**src/rtl/ab_dispatch_if.sv**
```systemverilog
// rtl/ab_dispatch_if.sv - signal bundle between ab_dispatch, its upstream feeder, the core and the result consumer
//
// Signals (directions as seen by ab_dispatch through the slave modport):
//   in_valid_i / in_ready_o / in_a_i / in_b_i   operand pair stream in
//   core_start_o / core_a_o / core_b_o          start pulse and held operands to the core
//   core_busy_i / core_y_i                      core busy flag and result
//   out_valid_o / out_ready_i / out_y_o         single-entry result stream out
interface ab_dispatch_if;
    logic        in_valid_i;
    logic        in_ready_o;
    logic [7:0]  in_a_i;
    logic [7:0]  in_b_i;
    logic        core_start_o;
    logic [7:0]  core_a_o;
    logic [7:0]  core_b_o;
    logic        core_busy_i;
    logic [15:0] core_y_i;
    logic        out_valid_o;
    logic        out_ready_i;
    logic [15:0] out_y_o;

    modport slave (
        input  in_valid_i, in_a_i, in_b_i, core_busy_i, core_y_i, out_ready_i,
        output in_ready_o, core_start_o, core_a_o, core_b_o, out_valid_o, out_y_o
    );

    modport master (
        output in_valid_i, in_a_i, in_b_i, core_busy_i, core_y_i, out_ready_i,
        input  in_ready_o, core_start_o, core_a_o, core_b_o, out_valid_o, out_y_o
    );
endinterface

```
**src/rtl/ab_dispatch.sv**
```systemverilog
// rtl/ab_dispatch.sv - operand FIFO, one-at-a-time issue and in-order result slot for the a*cbrt(b) core
//
// Ports:
//   clk_i          clock, all logic on posedge
//   rst_i          synchronous active-high reset, shared with the core
//   bus (slave)    operand stream in, core start/operands/busy/result, result stream out
//   fifo_count_o   operand FIFO occupancy
//   done_cnt_o     results captured since reset, wraps to 0
module ab_dispatch #(
    parameter int DEPTH = 4,
    parameter int CNT_W = 16
) (
    input  logic                   clk_i,
    input  logic                   rst_i,
    ab_dispatch_if.slave           bus,
    output logic [$clog2(DEPTH):0] fifo_count_o,
    output logic [CNT_W-1:0]       done_cnt_o
);
    localparam int PTR_W = $clog2(DEPTH);
    localparam logic [PTR_W:0] CNT_FULL = (PTR_W+1)'(DEPTH);

    typedef enum logic [1:0] {IDLE, ISSUE, WAIT_ACK, WAIT_DONE} state_t;

    state_t           state_q, state_d;
    logic [7:0]       fifo_a_q [DEPTH];
    logic [7:0]       fifo_b_q [DEPTH];
    logic [PTR_W-1:0] wr_ptr_q, rd_ptr_q;
    logic [PTR_W:0]   count_q, count_d;
    logic             start_q, start_d;
    logic [7:0]       core_a_q, core_a_d;
    logic [7:0]       core_b_q, core_b_d;
    logic             out_valid_q, out_valid_d;
    logic [15:0]      out_y_q, out_y_d;
    logic [CNT_W-1:0] done_q, done_d;
    logic             in_ready;
    logic             push;
    logic             pop;

    assign in_ready = (count_q != CNT_FULL);
    assign push     = bus.in_valid_i && in_ready;

    always_comb begin
        count_d = count_q;
        if (push && !pop) begin
            count_d = count_q + (PTR_W+1)'(1);
        end else if (pop && !push) begin
            count_d = count_q - (PTR_W+1)'(1);
        end
    end

    always_comb begin
        state_d     = state_q;
        start_d     = 1'b0;
        core_a_d    = core_a_q;
        core_b_d    = core_b_q;
        out_valid_d = out_valid_q;
        out_y_d     = out_y_q;
        done_d      = done_q;
        pop         = 1'b0;

        if (out_valid_q && bus.out_ready_i) begin
            out_valid_d = 1'b0;
        end

        case (state_q)
            IDLE: begin
                // Registered slot flag: a retire this cycle only frees issue next cycle,
                // which also guarantees capture and retire never land together.
                if ((count_q != '0) && !out_valid_q) begin
                    pop      = 1'b1;
                    core_a_d = fifo_a_q[rd_ptr_q];
                    core_b_d = fifo_b_q[rd_ptr_q];
                    start_d  = 1'b1;
                    state_d  = ISSUE;
                end
            end
            ISSUE: begin
                state_d = WAIT_ACK;
            end
            WAIT_ACK: begin
                // Busy rises a cycle after the core samples start; waiting for it
                // keeps the still-low busy from being mistaken for completion.
                if (bus.core_busy_i) begin
                    state_d = WAIT_DONE;
                end
            end
            WAIT_DONE: begin
                if (!bus.core_busy_i) begin
                    out_y_d     = bus.core_y_i;
                    out_valid_d = 1'b1;
                    done_d      = done_q + CNT_W'(1);
                    state_d     = IDLE;
                end
            end
            default: begin
                state_d = IDLE;
            end
        endcase
    end

    always_ff @(posedge clk_i) begin
        if (rst_i) begin
            state_q     <= IDLE;
            wr_ptr_q    <= '0;
            rd_ptr_q    <= '0;
            count_q     <= '0;
            start_q     <= 1'b0;
            core_a_q    <= '0;
            core_b_q    <= '0;
            out_valid_q <= 1'b0;
            out_y_q     <= '0;
            done_q      <= '0;
        end else begin
            state_q     <= state_d;
            count_q     <= count_d;
            start_q     <= start_d;
            core_a_q    <= core_a_d;
            core_b_q    <= core_b_d;
            out_valid_q <= out_valid_d;
            out_y_q     <= out_y_d;
            done_q      <= done_d;
            if (push) begin
                wr_ptr_q <= wr_ptr_q + PTR_W'(1);
            end
            if (pop) begin
                rd_ptr_q <= rd_ptr_q + PTR_W'(1);
            end
        end
    end

    // Storage needs no reset: an entry is only read after it has been written.
    always_ff @(posedge clk_i) begin
        if (push) begin
            fifo_a_q[wr_ptr_q] <= bus.in_a_i;
            fifo_b_q[wr_ptr_q] <= bus.in_b_i;
        end
    end

    assign bus.in_ready_o   = in_ready;
    assign bus.core_start_o = start_q;
    assign bus.core_a_o     = core_a_q;
    assign bus.core_b_o     = core_b_q;
    assign bus.out_valid_o  = out_valid_q;
    assign bus.out_y_o      = out_y_q;
    assign fifo_count_o     = count_q;
    assign done_cnt_o       = done_q;
endmodule

```
**src/flat_wrapper.sv**
```systemverilog
// flat-port wrapper written by rule: the top's interface ports become plain ports
module ab_dispatch_flat 
#(
    parameter int DEPTH = 4,
    parameter int CNT_W = 16
)
  (clk_i, rst_i, fifo_count_o, done_cnt_o, bus_in_valid_i, bus_in_a_i, bus_in_b_i, bus_core_busy_i, bus_core_y_i, bus_out_ready_i, bus_in_ready_o, bus_core_start_o, bus_core_a_o, bus_core_b_o, bus_out_valid_o, bus_out_y_o);
  ab_dispatch_if bus_i ();
  input  logic clk_i;
  input  logic rst_i;
  output logic [$clog2(DEPTH):0] fifo_count_o;
  output logic [CNT_W-1:0] done_cnt_o;
  input wire logic [$bits(bus_i.in_valid_i)-1:0] bus_in_valid_i;
  input wire logic [$bits(bus_i.in_a_i)-1:0] bus_in_a_i;
  input wire logic [$bits(bus_i.in_b_i)-1:0] bus_in_b_i;
  input wire logic [$bits(bus_i.core_busy_i)-1:0] bus_core_busy_i;
  input wire logic [$bits(bus_i.core_y_i)-1:0] bus_core_y_i;
  input wire logic [$bits(bus_i.out_ready_i)-1:0] bus_out_ready_i;
  output wire logic [$bits(bus_i.in_ready_o)-1:0] bus_in_ready_o;
  output wire logic [$bits(bus_i.core_start_o)-1:0] bus_core_start_o;
  output wire logic [$bits(bus_i.core_a_o)-1:0] bus_core_a_o;
  output wire logic [$bits(bus_i.core_b_o)-1:0] bus_core_b_o;
  output wire logic [$bits(bus_i.out_valid_o)-1:0] bus_out_valid_o;
  output wire logic [$bits(bus_i.out_y_o)-1:0] bus_out_y_o;
  assign bus_i.in_valid_i = bus_in_valid_i;
  assign bus_i.in_a_i = bus_in_a_i;
  assign bus_i.in_b_i = bus_in_b_i;
  assign bus_i.core_busy_i = bus_core_busy_i;
  assign bus_i.core_y_i = bus_core_y_i;
  assign bus_i.out_ready_i = bus_out_ready_i;
  assign bus_in_ready_o = bus_i.in_ready_o;
  assign bus_core_start_o = bus_i.core_start_o;
  assign bus_core_a_o = bus_i.core_a_o;
  assign bus_core_b_o = bus_i.core_b_o;
  assign bus_out_valid_o = bus_i.out_valid_o;
  assign bus_out_y_o = bus_i.out_y_o;
  ab_dispatch #(.DEPTH(DEPTH), .CNT_W(CNT_W)) u_core (.clk_i(clk_i), .rst_i(rst_i), .bus(bus_i), .fifo_count_o(fifo_count_o), .done_cnt_o(done_cnt_o));
endmodule
```
**config.mk**
```make
export PLATFORM = sky130hd
export DESIGN_NAME = ab_dispatch_flat
export DESIGN_NICKNAME = d
export VERILOG_FILES = /design/src/rtl/ab_dispatch_if.sv /design/src/rtl/ab_dispatch.sv /design/src/flat_wrapper.sv
export SDC_FILE = /design/constraint.sdc
export NUM_CORES = 1
export LEC_CHECK = 0
export BUFFER_PORTS_ARGS = -buffer_cell sky130_fd_sc_hd__buf_4
export CAP_MARGIN = 20
export CORE_MARGIN = 3
export CORE_UTILIZATION = 50
export CTS_CLUSTER_SIZE = 20
export DETAILED_ROUTE_END_ITERATION = 16
export PLACE_DENSITY = 0.81
export SLEW_MARGIN = 20
export SYNTH_ARGS = -nofsm -noshare
export SYNTH_HDL_FRONTEND = slang
export SYNTH_SLANG_ARGS = --single-unit
```
**constraint.sdc**
```tcl
create_clock -name clk_i -period 2.45 [get_ports clk_i]
set_input_delay 0.245 -clock clk_i [delete_from_list [all_inputs] [get_ports clk_i]]
set_output_delay 0.245 -clock clk_i [all_outputs]
set_load 0.05 [all_outputs]
```
[After elaboration in Yosys (flattened, before gate mapping)]
Memories as Yosys holds them, arrays and structs flattened. A register that Yosys moved wholly into a read port is not among the register bits.
Cells that the tools add are included.
Word-level totals
  logic and storage cells: 50
  input port bits: 37
  flip-flop bits (word level): 43
  memories: 2
  output and inout bits: 54
  RAM bits: 64
Memory list
  u_core.fifo_a_q: depth 4, bits a word 8, read ports 1, clocked after Yosys merged registers in 1, wr ports 1, line ab_dispatch.sv:25  | logic [7:0] fifo_a_q [DEPTH];
  u_core.fifo_b_q: depth 4, bits a word 8, read ports 1, clocked after Yosys merged registers in 1, wr ports 1, line ab_dispatch.sv:26  | logic [7:0] fifo_b_q [DEPTH];
Operators by class
  eq/ne operators: 7
  reductions and logical operators: 14
  bitwise gates (word level): 1
  add/subtract/negate cells: 5
  muxes and demuxes: 13
Operators by type and width (count)
  adder 16 x 1 -> 16 bit, second input constant: 1
  case mux 2 bit (4 select lines): 1
  2-to-1 mux 1 bit: 7
  2-to-1 mux 2 bit: 3
  2-to-1 mux 3 bit: 2
  logical AND 1 bit: 5
  adder 2 x 1 -> 2 bit, second input constant: 2
  equality test 2 bit, second input constant: 2
  != test 2 bit, second input constant: 2
  AND reduction 2 bit: 2
  adder 3 x 1 -> 3 bit, second input constant: 1
  logical NOT 1 bit: 3
  != test 3 bit, second input constant: 1
  AND reduction 3 bit: 1
  nonzero test 3 bit: 1
  subtractor 3 x 1 -> 3 bit, second input constant: 1
  equality test 2 x 1 -> 1 bit, second input constant: 1
  logical NOT 2 bit: 1
  != test 2 x 1 -> 1 bit, second input constant: 1
  nonzero test 2 bit: 1
  inverter 1 bit: 1

[Logic depth before layout (Yosys ltp)]
  depth after elaboration: 7
  gate-level depth with buffers: 11
  gate-level depth less buffers: 10

[Least setup slack after synthesis]
Ideal clock, no wire load.
  kind: reg2reg
  from: reg u_core.count_q[2] (netlist: u_core.fifo_count_o[2])
  to: reg u_core.count_q[2] (netlist: u_core.fifo_count_o[2])
  buffers on the path: 1
  path slack: -0.112 ns
  library setup time: 0.070 ns
  stages on the path, launching flop included: 11
  arrival: 2.492 ns
  period minus slack after synthesis: 2.562 ns
  required time: 2.380 ns
  cells stage by stage: dfxtp_1 > or3_1 > and3_4 > clkinv_4 > buf_12 > ha_1 > inv_1 > fa_1 > xor2_1 > or3_1 > a21oi_1
On the way
  word-level cells in the longest chain between the ends: 7
  elaborated cells between the ends (all ways): 15
  those cells by class: 2 x add/sub; 1 x eq/ne; 4 x mux; 8 x reduce/logical
RTL lines
  start, declared: line ab_dispatch.sv:28  | logic [PTR_W:0] count_q, count_d;
  start signal, assigned: line ab_dispatch.sv:115  | count_q <= count_d;
  nonzero test 3 bit: line ab_dispatch.sv:69  | if ((count_q != '0) && !out_valid_q) begin
  logical AND 1 bit: line ab_dispatch.sv:69
  2-to-1 mux 1 bit: line ab_dispatch.sv:69
  2-to-1 mux 1 bit: line ab_dispatch.sv:65  | case (state_q)
  logical NOT 1 bit: line ab_dispatch.sv:44  | if (push && !pop) begin
  logical AND 1 bit: line ab_dispatch.sv:44
  2-to-1 mux 3 bit or nonzero test 2 bit (tied branches)
Parallel ways exist; a longest one is shown, timed or not. The select of a mux whose other input is x is not followed.
A chain may end at the register's enable or synchronous reset.

[Final worst setup path]
Same ends and word-level chain as after synthesis.

==> reports/metrics.yaml <==
status: "complete, no violations"
postCtsHoldBufs: 32
cts_root_buf: "clkbuf_8"
final_common_cell: "buf_4"
period_minus_slack_ns: 2.31
die_h_um: 105
tightest_slew_ns: 0.666
relSlewSlack_pct: 55.6
die_w_um: 105
cts_resized: 0
viasPerCell: 5.09
grt_pass1_wl_um: 17100
whs_ns: 0.0293
setup-tns-final_ns: 0
grt-ovfl-total: 0
r2r.worst_path.cells: 9
hold_viol: 0
postCtsSetupRepairBufs: 0
rsz0062_at_grt: "no"
min_delay_path_depth: 3
synth_ff_type: "edfxtp_1"
dp_hpwl_um: 6540
cp.arrival_ns: 2.74
power_density_mw_per_mm2: 1090
grt_use_total_pct: 20.2
ys_ff_latch: 123
crit_fanout: 7
ctsLongestPathBuffers: 2
syn_area_mm2: 0.00487
finClkSkew_ns: 0.0112
setup_viol_count_final: 0
p_leak_nw: 2.51
maxSlewViolCount: 0
routedWlPerCell_um: 16.1
multi_input_area_mm2: 0.00160
start_util_pct: 52.0
cts_tree: "done"
drc: 0
core_area_mm2: 0.00937
drive_gt1_share_pct: 33.4
mostFrequentLayoutCells: "100 x buf_4, 65 x nand2_1, 64 x edfxtp_1"
ir_drop_mv: 0.769
hp-class: "in2reg"
num_vias: 3309
seq_area_mm2: 0.00311
placementRows: 35
cts.sinks: 123
ant_nets: 0
end_kind: "flip-flop"
holdPathEnd: "u_core.bus.out_y_o[15]"
seq_power_share_pct: 36.5
crit_path_start_kind: "flip-flop"
htree_levels: 4
cap_violations: 0
ys_types: 43
r2r-start: "u_core.fifo_count_o[2]"
synthCells: 375
grt_max_degree: 45
switching_power_w: 0.00240
first_pass_iters: 4
synth_fp_nets: 423
fmax_ghz: 0.432
clkLatencyLatePin_ns: 0.51
gp_congestion: 0.821
r2r_setup_slack_ns: 0.14
critical_path_class: "reg2reg"
comb_power_share_pct: 27.6
min-delay-start: "bus_core_y_i[15]"
cts_made_buffers: 17
drtIter0Drc: 130
intPower_w: 0.00478
synthArstFlopShare_pct: 0
grt_pass1_vias: 3459
clkPwrFrac_pct: 35.9
cp-startpoint: "u_core.fifo_count_o[2]"
syn_avg_cell_area_um2: 13.0
io_pins: 91
io_buffers: 90
syn_to_final_growth_pct: 35.4
wl_um: 10500
min_period_over_period_pct: 94.4
r2r_end: "u_core.fifo_count_o[2]"
fillers: 653
nNetsFinal: 556
seq_area_frac_synth_pct: 63.7
n_antenna_cell: 0
synth_edf_count: 64
antenna_found_initial: 0
swShare_pct: 33.4
required_ns: 2.88
dieArea_mm2: 0.0110
yosys_warnings: 0
path_clk_slew_ns: 0.06
## worst max-delay path by stage
stage | to | slack, ns | depth (start not counted)
finish | u_core.fifo_count_o[2] | 0.14 | 9
global route | u_core.fifo_count_o[2] | 0.03 | 9
CTS | u_core.fifo_count_o[2] | 0.15 | 9
detailed placement | u_core.fifo_count_o[2] | 0.17 | 9
global placement | u_core.fifo_count_o[2] | 0.26 | 9
floorplan | u_core.fifo_count_o[2] | 0.01 | 10
## flip-flops by register name (all words and copies together), names as in the netlist
register                 flops
u_core.rd_ptr_q              2
u_core.done_cnt_o           16
u_core.bus.out_y_o          16
u_core.fifo_b_q             32
u_core.bus.core_b_o          8
u_core.fifo_a_q             32
u_core.bus.out_valid_o       1
u_core.wr_ptr_q              2
u_core.bus.core_start_o      1
u_core.bus.core_a_o          8
u_core.state_q               2
u_core.fifo_count_o          3
## synth_stat cells (2+ instances only)
cell type / n / area share [%]
mux4_2: 16 / 7.4
mux2i_1: 3 / 0.62
xnor2_1: 12 / 2.2
nand4b_1: 2 / 0.36
nor2b_1: 2 / 0.26
and2_1: 5 / 0.64
ha_1: 10 / 2.6
nand2_2: 8 / 1.0
buf_1: 3 / 0.23
nor3_1: 4 / 0.41
nor2_1: 25 / 1.9
xor2_1: 5 / 0.90
edfxtp_1: 64 / 39
a21oi_2: 9 / 1.6
buf_2: 6 / 0.62
dfxtp_1: 59 / 24
o21ai_0: 2 / 0.21
nand2_1: 65 / 5.0
nand4_1: 3 / 0.39
nand2b_1: 4 / 0.51
a21oi_1: 29 / 3.0
or3_1: 2 / 0.26
nor4_1: 5 / 0.64
inv_1: 9 / 0.69
buf_6: 3 / 0.69
clkbuf_1: 3 / 0.23
## power by group through the flow
stage               Combinational [W]  Sequential [W]  Clock (W)
floorplan                     0.00100         0.00312          0
global placement              0.00191         0.00264          0
detailed placement            0.00195         0.00266          0
CTS                           0.00201         0.00263    0.00261
global route                  0.00213         0.00265    0.00272
finish                        0.00198         0.00263    0.00258
## layer usage
metal	up-vias	global-route usage [%]	wire length (µm)	part of all wire, %
met5	-	0	0	0
met4	0	6.84	130	1.2
met3	13	6.11	496	4.7
met2	93	36.4	5620	54
met1	1611	22.7	4230	40
li1	1592	-	-	-
## worst max-delay path: stages, from the launching register on
cell and delay, ns:
dfxtp_2 0.35, or3_1 0.37, and3_4 0.20, clkinv_4 0.04, ha_1 0.18, inv_1 0.07, fa_1 0.37, xor2_1 0.20
or3_1 0.32, a21oi_1 0.14
## through the flow
| step | utilization [%] | cells | cell area (µm²) | power, W | setup WS, ns |
|---|---|---|---|---|---|
| final | 70.4 | 650 | 6600 | 0.00719 | 0.137 |
| after detailed placement | 60.4 | 586 | 5660 | 0.00462 | 0.169 |
| after CTS | 70.4 | 650 | 6600 | 0.00725 | 0.152 |
| after floorplan | - | 375 | 4880 | 0.00412 | 0.0128 |
| after global placement | 60.4 | 586 | 5660 | 0.00455 | 0.255 |
| after global routing | 70.4 | 650 | 6600 | 0.00751 | 0.0275 |
## cells by family (layout without fill, tap and decap cells)
family          count (synthesis)  in the layout  share of synthesized area (%)
simple gates                  131            131                           12.9
flops                         123            123                           63.7
compound gates                 45             45                           5.70
buf+inv                        28            174                           3.49
mux                            20             20                           8.24
xor+xnor                       17             17                           3.05
fa+ha+maj                      11             11                           2.98
## area by class of cell
| type | instances | area share, % |
|---|---|---|
| clock buffers | 17 | 6.27 |
| clock inverters | 15 | 3.07 |
| inverters | 10 | 0.645 |
| multi-input cells | 224 | 24.3 |
| flip-flops and latches | 123 | 47.1 |
| well taps | 129 | 2.45 |
| repair buffers | 132 | 16.2 |
Power figures use the tool's default switching activity.
